### src/rtl/cpu_commit_monitor_pkg.sv
// cpu_mon_pkg: shared types and constants for the commit monitor
package cpu_mon_pkg;
    typedef enum logic [1:0] {RUN, HALT, TIMEOUT} mon_state_t;
    localparam logic [31:0] ECALL_INSTR = 32'h0000_0073;
    function automatic int trace_w(int xlen, int ra_w);
        return xlen + ra_w;
    endfunction
endpackage

### src/rtl/cpu_commit_monitor_if.sv
// cpu_commit_monitor_if: fetch and MEM/WB writeback bus observed by the monitor
interface cpu_commit_monitor_if #(parameter int XLEN = 32, RA_W = 5);
    logic [XLEN-1:0] pc;
    logic [31:0] instr;
    logic wb_valid;
    logic [RA_W-1:0] wb_rd;
    logic [XLEN-1:0] wb_data;
    modport master (output pc, instr, wb_valid, wb_rd, wb_data);
    modport slave (input pc, instr, wb_valid, wb_rd, wb_data);
endinterface

### src/rtl/cpu_commit_monitor_fifo.sv
// mon_trace_fifo: first-word-fall-through trace FIFO with sticky overflow
module mon_trace_fifo #(
    parameter int W = 37, DEPTH = 16,
    localparam int AW = $clog2(DEPTH)
) (
    input logic clk, rst,
    input logic wr_en,
    input logic [W-1:0] wr_data,
    input logic rd_en,
    output logic [W-1:0] rd_data,
    output logic empty, full, overflow
);
    logic [W-1:0] mem [DEPTH];
    logic [AW:0] wptr, rptr;
    logic do_pop, do_push;
    assign empty = wptr == rptr;
    assign full = wptr == {~rptr[AW], rptr[AW-1:0]};
    assign do_pop = rd_en && !empty;
    // a pop in the same cycle frees the slot, so a push while full is accepted then
    assign do_push = wr_en && (!full || do_pop);
    assign rd_data = empty ? '0 : mem[rptr[AW-1:0]];
    always_ff @(posedge clk)
        if (do_push) mem[wptr[AW-1:0]] <= wr_data;
    always_ff @(posedge clk or posedge rst)
        if (rst) begin
            wptr <= '0;
            rptr <= '0;
            overflow <= 1'b0;
        end else begin
            wptr <= wptr + (AW+1)'(do_push);
            rptr <= rptr + (AW+1)'(do_pop);
            overflow <= overflow || (wr_en && !do_push);
        end
endmodule

### src/rtl/cpu_commit_monitor.sv
// cpu_commit_monitor: shadow regfile, writeback trace, counters and halt/timeout detection
module cpu_commit_monitor
    import cpu_mon_pkg::*;
#(
    parameter int XLEN = 32, REG_COUNT = 32, TRACE_DEPTH = 16, HALT_REPEAT = 4, TIMEOUT_CYCLES = 500,
    localparam int RA_W = $clog2(REG_COUNT)
) (
    input logic clk, rst,
    cpu_commit_monitor_if.slave core,
    input logic [RA_W-1:0] shadow_addr,
    output logic [XLEN-1:0] shadow_data,
    input logic trace_rd_en,
    output logic [trace_w(XLEN, RA_W)-1:0] trace_rd_data,
    output logic trace_empty, trace_full, trace_overflow,
    output logic [31:0] cycle_count, wb_count,
    output logic halted, timed_out
);
    localparam int SW = $clog2(HALT_REPEAT + 1);
    mon_state_t state;
    logic [XLEN-1:0] shadow [REG_COUNT];
    logic [XLEN-1:0] prev_pc;
    logic [SW-1:0] stable, stable_nxt;
    logic [31:0] cyc_nxt;
    logic run, halt_cond, to_cond, push;
    assign run = state == RUN;
    assign stable_nxt = core.pc == prev_pc ? stable + 1'b1 : '0;
    assign halt_cond = core.instr == ECALL_INSTR || stable_nxt >= SW'(HALT_REPEAT);
    assign cyc_nxt = &cycle_count ? cycle_count : cycle_count + 32'd1;
    assign to_cond = cyc_nxt >= 32'(TIMEOUT_CYCLES);
    assign push = run && core.wb_valid && core.wb_rd != '0;
    assign shadow_data = shadow[shadow_addr];
    always_ff @(posedge clk or posedge rst)
        if (rst) begin
            state <= RUN;
            halted <= 1'b0;
            timed_out <= 1'b0;
            prev_pc <= '0;
            stable <= '0;
            cycle_count <= '0;
            wb_count <= '0;
            for (int i = 0; i < REG_COUNT; i++) shadow[i] <= '0;
        end else if (run) begin
            // halt takes priority over a coincident timeout
            state <= halt_cond ? HALT : to_cond ? TIMEOUT : RUN;
            halted <= halt_cond;
            timed_out <= !halt_cond && to_cond;
            prev_pc <= core.pc;
            stable <= stable_nxt;
            cycle_count <= cyc_nxt;
            if (push) begin
                shadow[core.wb_rd] <= core.wb_data;
                wb_count <= &wb_count ? wb_count : wb_count + 32'd1;
            end
        end
    mon_trace_fifo #(.W(trace_w(XLEN, RA_W)), .DEPTH(TRACE_DEPTH)) u_trace (
        .clk(clk), .rst(rst), .wr_en(push), .wr_data({core.wb_rd, core.wb_data}),
        .rd_en(trace_rd_en), .rd_data(trace_rd_data),
        .empty(trace_empty), .full(trace_full), .overflow(trace_overflow)
    );
endmodule
### src/flat_wrapper.sv
// flat-port wrapper written by rule: the top's interface ports become plain ports
module cpu_commit_monitor_flat import cpu_mon_pkg::*;
#(
    parameter int XLEN = 32, REG_COUNT = 32, TRACE_DEPTH = 16, HALT_REPEAT = 4, TIMEOUT_CYCLES = 500,
    localparam int RA_W = $clog2(REG_COUNT)
)
  (clk, rst, shadow_addr, shadow_data, trace_rd_en, trace_rd_data, trace_empty, trace_full, trace_overflow, cycle_count, wb_count, halted, timed_out, core_pc, core_instr, core_wb_valid, core_wb_rd, core_wb_data);
  cpu_commit_monitor_if #(.XLEN(XLEN)) core_i ();
  input logic clk;
  input logic rst;
  input logic [RA_W-1:0] shadow_addr;
  output logic [XLEN-1:0] shadow_data;
  input logic trace_rd_en;
  output logic [trace_w(XLEN, RA_W)-1:0] trace_rd_data;
  output logic trace_empty;
  output logic trace_full;
  output logic trace_overflow;
  output logic [31:0] cycle_count;
  output logic [31:0] wb_count;
  output logic halted;
  output logic timed_out;
  input wire logic [$bits(core_i.pc)-1:0] core_pc;
  input wire logic [$bits(core_i.instr)-1:0] core_instr;
  input wire logic [$bits(core_i.wb_valid)-1:0] core_wb_valid;
  input wire logic [$bits(core_i.wb_rd)-1:0] core_wb_rd;
  input wire logic [$bits(core_i.wb_data)-1:0] core_wb_data;
  assign core_i.pc = core_pc;
  assign core_i.instr = core_instr;
  assign core_i.wb_valid = core_wb_valid;
  assign core_i.wb_rd = core_wb_rd;
  assign core_i.wb_data = core_wb_data;
  cpu_commit_monitor #(.XLEN(XLEN), .REG_COUNT(REG_COUNT), .TRACE_DEPTH(TRACE_DEPTH), .HALT_REPEAT(HALT_REPEAT), .TIMEOUT_CYCLES(TIMEOUT_CYCLES)) u_core (.clk(clk), .rst(rst), .core(core_i), .shadow_addr(shadow_addr), .shadow_data(shadow_data), .trace_rd_en(trace_rd_en), .trace_rd_data(trace_rd_data), .trace_empty(trace_empty), .trace_full(trace_full), .trace_overflow(trace_overflow), .cycle_count(cycle_count), .wb_count(wb_count), .halted(halted), .timed_out(timed_out));
endmodule
### config.mk
export PLATFORM = sky130hd
export DESIGN_NAME = cpu_commit_monitor_flat
export DESIGN_NICKNAME = d
export VERILOG_FILES = /design/src/rtl/cpu_commit_monitor_pkg.sv /design/src/rtl/cpu_commit_monitor_if.sv /design/src/rtl/cpu_commit_monitor_fifo.sv /design/src/rtl/cpu_commit_monitor.sv /design/src/flat_wrapper.sv
export SDC_FILE = /design/constraint.sdc
export NUM_CORES = 2
export LEC_CHECK = 0
export ABC_CLOCK_PERIOD_IN_PS = 47500
export CELL_PAD_IN_SITES_DETAIL_PLACEMENT = 0
export CELL_PAD_IN_SITES_GLOBAL_PLACEMENT = 2
export CORE_MARGIN = 2
export CORE_UTILIZATION = 31
export DETAILED_ROUTE_END_ITERATION = 10
export DONT_BUFFER_PORTS = 1
export PLACE_DENSITY = 0.66
export SLEW_MARGIN = 40
export SYNTH_ARGS = -nofsm -noshare
export SYNTH_HDL_FRONTEND = slang
export SYNTH_SLANG_ARGS = --single-unit
### constraint.sdc
create_clock -name clk -period 47.5 [get_ports clk]
set_input_delay 9.5 -clock clk [delete_from_list [all_inputs] [get_ports clk]]
set_output_delay 9.5 -clock clk [all_outputs]
set_load 0.005 [all_outputs]
==> impl_results.md <==
- Mean area per synthesized cell: between 15 and 20 µm²
- # IOs: between 200 and 250
- CP max-delay cell: mux4_2
- TritonCTS Sinks: ~1700
- Global Route Usage Sum: ~17%
- Worst EP arrival: roughly 11 ns
- Fin. max-slew vios: 0
- Crit path max fanout: between 200 and 300
- Highest Clock Rate: between 40 and 50 MHz
- Number of DRC markers in iteration 0: a little under 3000
- Layout Skew: about 0.059 ns
- Initial Util: a little under a third
- Multi-input gate area: between 0.02 and 0.03 mm²
- Status: finished, final reports clean
- Drc violations: 0
- Synth Warn #: 0
- Number of synthesized flops with an enable pin: 592
- DR vias/cell: slightly above 5
- Hold Crit Class: flop to flop
- Unrepaired setup endpoints after global routing: false
- Layout cells sized above 1: 46.0%
- Critical Path RT: ~38 ns
- Slew @ Worst Pin: roughly 0.84 ns
- H-tree levels: 4
- Startpoint types: primary input
- GP Congestion: about 0.73
- Synth async-reset ratio: between 60% and 70%
- Final setup vio count: 0
- Root buffer cell: clkbuf_16
- CP Depth: 3
- Num rows: 179
- PostCTS Resize Cnt: 0
- Fin crit period: a little over 20 ns
- # nets final: about 4200
- Core Region: around 0.24 mm²
- Drt wl/cell: approximately 27 µm
- Synthesized area: about 0.074 mm²
- Setup tns final: 0 ns
- Overall power: between 0.003 and 0.004 W
- Post CTS Setup Buffer Count: 0
- Initial antenna violation count: 8
- Cells after DPL: between 7000 and 8000
- Crit path cell chain: mux4_2 -> mux4_2 -> mux2_2
- Worst skew pair latency: about 0.82 ns
- Global-route wire length before repair: between 200 and 300 mm
- WL final: ~200 mm
- Synth unique cells: 57
- Slew headroom: around 44%
- Die H: just under 500 µm
- Largest net degree at the start of global routing: between 200 and 300
- Number of global-route vias before repair: 40664
- Fillers: between 20000 and 25000
- Fin. Hold Viols: 0
- Final std cells w/o fill: 7457
- Routed vias: approximately 38000
- Syn Nets: 4346
- Peak supply drop: around 0.035 mV
- CTS hold repair buffers: 0
- DRT Pass-1 Iters: 5
- Worst Path Class, Setup: primary input to output port
- Synth Register Bits: about 1700
- Peak per-stage delay on the critical path: approximately 0.63 ns
- Die Wd: just under 500 µm
- Top_reg_cell synth: dfrtp_1
- Crit path buf inv count: 0
- Crit. End Element: output port
- CTS tree: yes
- Seq/Total Area, Yosys: 62.2%
- Input/output buffers: 0
- CTS max path bufs: 3
- FF/Latch Area: 0.0462 mm²
- Fin util: 35.3%
- Routed Antenna Nets: 0
- GRT Residual Overflow: 0
- P&R area growth vs syn: 13.3%
- Clock-pin slew on the worst setup and hold paths: about 0.060 ns
- Fin crit share: between 40% and 50%
- WHS Path Cells: 0
- Cells after Synth: 4229
- CTS Buf Count: 190
- Pwr dens: between 40 and 50 mW/mm²
- Worst r2r path cells: 9
- Max-cap viol count: 0
- Worst path most repeated cell: mux4_2
- Die area: 0.243 mm²
- Leakage power: 35.4 nW
- Largest delay contributor family on the critical path: multiplexers
- Post-DP HPWL: about 100 mm
worst paths after layout:
path | slack, ns | endpoint | from
max | 26.74 | shadow_data[20] | shadow_addr[0]
max in group asynchronous | 35.95 | u_core.prev_pc[26] | rst
min | 0.37 | u_core.shadow[1019] | u_core.shadow[1019]
min in group asynchronous | 8.58 | u_core.shadow[513] | rst
max reg2reg | 43.44 | u_core.u_trace.mem[6][5] | u_core.u_trace.rptr[1]
min reg2reg | 0.37 | u_core.shadow[1019] | u_core.shadow[1019]
Yosys cell counts (5+ instances only):
master	instances	share of area [%]
nor2b_1	38	0.32
a21oi_1	5	0.034
edfxtp_1	592	24
nand4_1	27	0.23
buf_1	67	0.34
ha_1	7	0.12
xnor2_1	50	0.59
xor2_1	64	0.76
nand2_1	176	0.89
inv_1	7	0.035
nor3_1	19	0.13
mux2_2	1026	16
and4_1	8	0.094
buf_2	94	0.63
o21ai_0	5	0.034
nor3b_1	5	0.051
nand3_1	35	0.24
nor2_1	52	0.26
mux4_2	505	15
and3_1	13	0.11
and2_1	9	0.076
dfrtp_1	1136	38
nor4_1	20	0.17
clkbuf_1	208	1.1
state kept, by name, indices dropped and copies added (netlist names):
| register | cells |
|---|---|
| u_core.wb_count | 32 |
| u_core.prev_pc | 32 |
| u_core.u_trace.wptr | 5 |
| u_core.u_trace.overflow | 1 |
| u_core.state | 2 |
| u_core.u_trace.rptr | 5 |
| u_core.shadow | 1024 |
| u_core.stable | 3 |
| u_core.cycle_count | 32 |
| u_core.u_trace.mem | 592 |
where the power goes:
part / switching (W) / total, W / internal, W
logic: 0.000183 / 0.000381 / 0.000198
clock network: 0.000618 / 0.00147 / 0.000849
registers: 0.0000164 / 0.00156 / 0.00155
total: 0.000818 / 0.00341 / 0.00259
layer usage:
metal / part of all wire, % / vias to the layer above / GRT usage [%]
met4: 1.6 / 0 / 3.42
met5: 0 / - / 0
met2: 46 / 774 / 25.9
li1: - / 16005 / -
met1: 48 / 21383 / 24.3
met3: 4.8 / 227 / 2.97
layout make-up:
cell class,instances,share of cell area [%]
Multi-Input combinational cell,2121,31.8
Sequential cell,1728,55.0
Tap cell,3167,4.71
Clock inverter,80,1.02
Antenna cell,15,0.0446
Timing Repair Buffer,76,1.00
Clock buffer,263,6.38
Inverter,7,0.0461
layout by cell type (no fill, tap or decap), drive strengths merged, types with 13 or more instances in the layout:
cell type	n
nand3	37
xor2	64
clkinv	61
mux4	505
clkbuf	265
nor2b	38
mux2	1026
and3	13
diode	15
nor3	23
edfxtp	592
nand4	27
buf	74
nor2	52
nand2	176
xnor2	50
inv	13
nor4	23
dfrtp	1136
stage by stage:
step                instance area (µm²)  setup WS (ns)  hold slack, ns
detailed placement                77700          26.92           0.363
floorplan                         74200           6.01           0.425
global placement                  77400          26.89           0.362
global route                      84000          26.82           0.378
CTS                               84000          26.94           0.376
finish                            84100          26.74           0.372
cells by family (layout without fill, tap and decap cells):
kind of cell | count (synthesis) | count (layout) | synth area share [%]
flops | 1728 | 1728 | 62.2
other cells | 0 | 15 | 0
compound gates | 33 | 33 | 0.327
fa+ha+maj | 7 | 7 | 0.118
mux | 1531 | 1531 | 30.9
buf+inv | 380 | 426 | 2.10
xor+xnor | 114 | 114 | 1.35
simple gates | 436 | 436 | 2.97
Power figures use the tool's default switching activity.
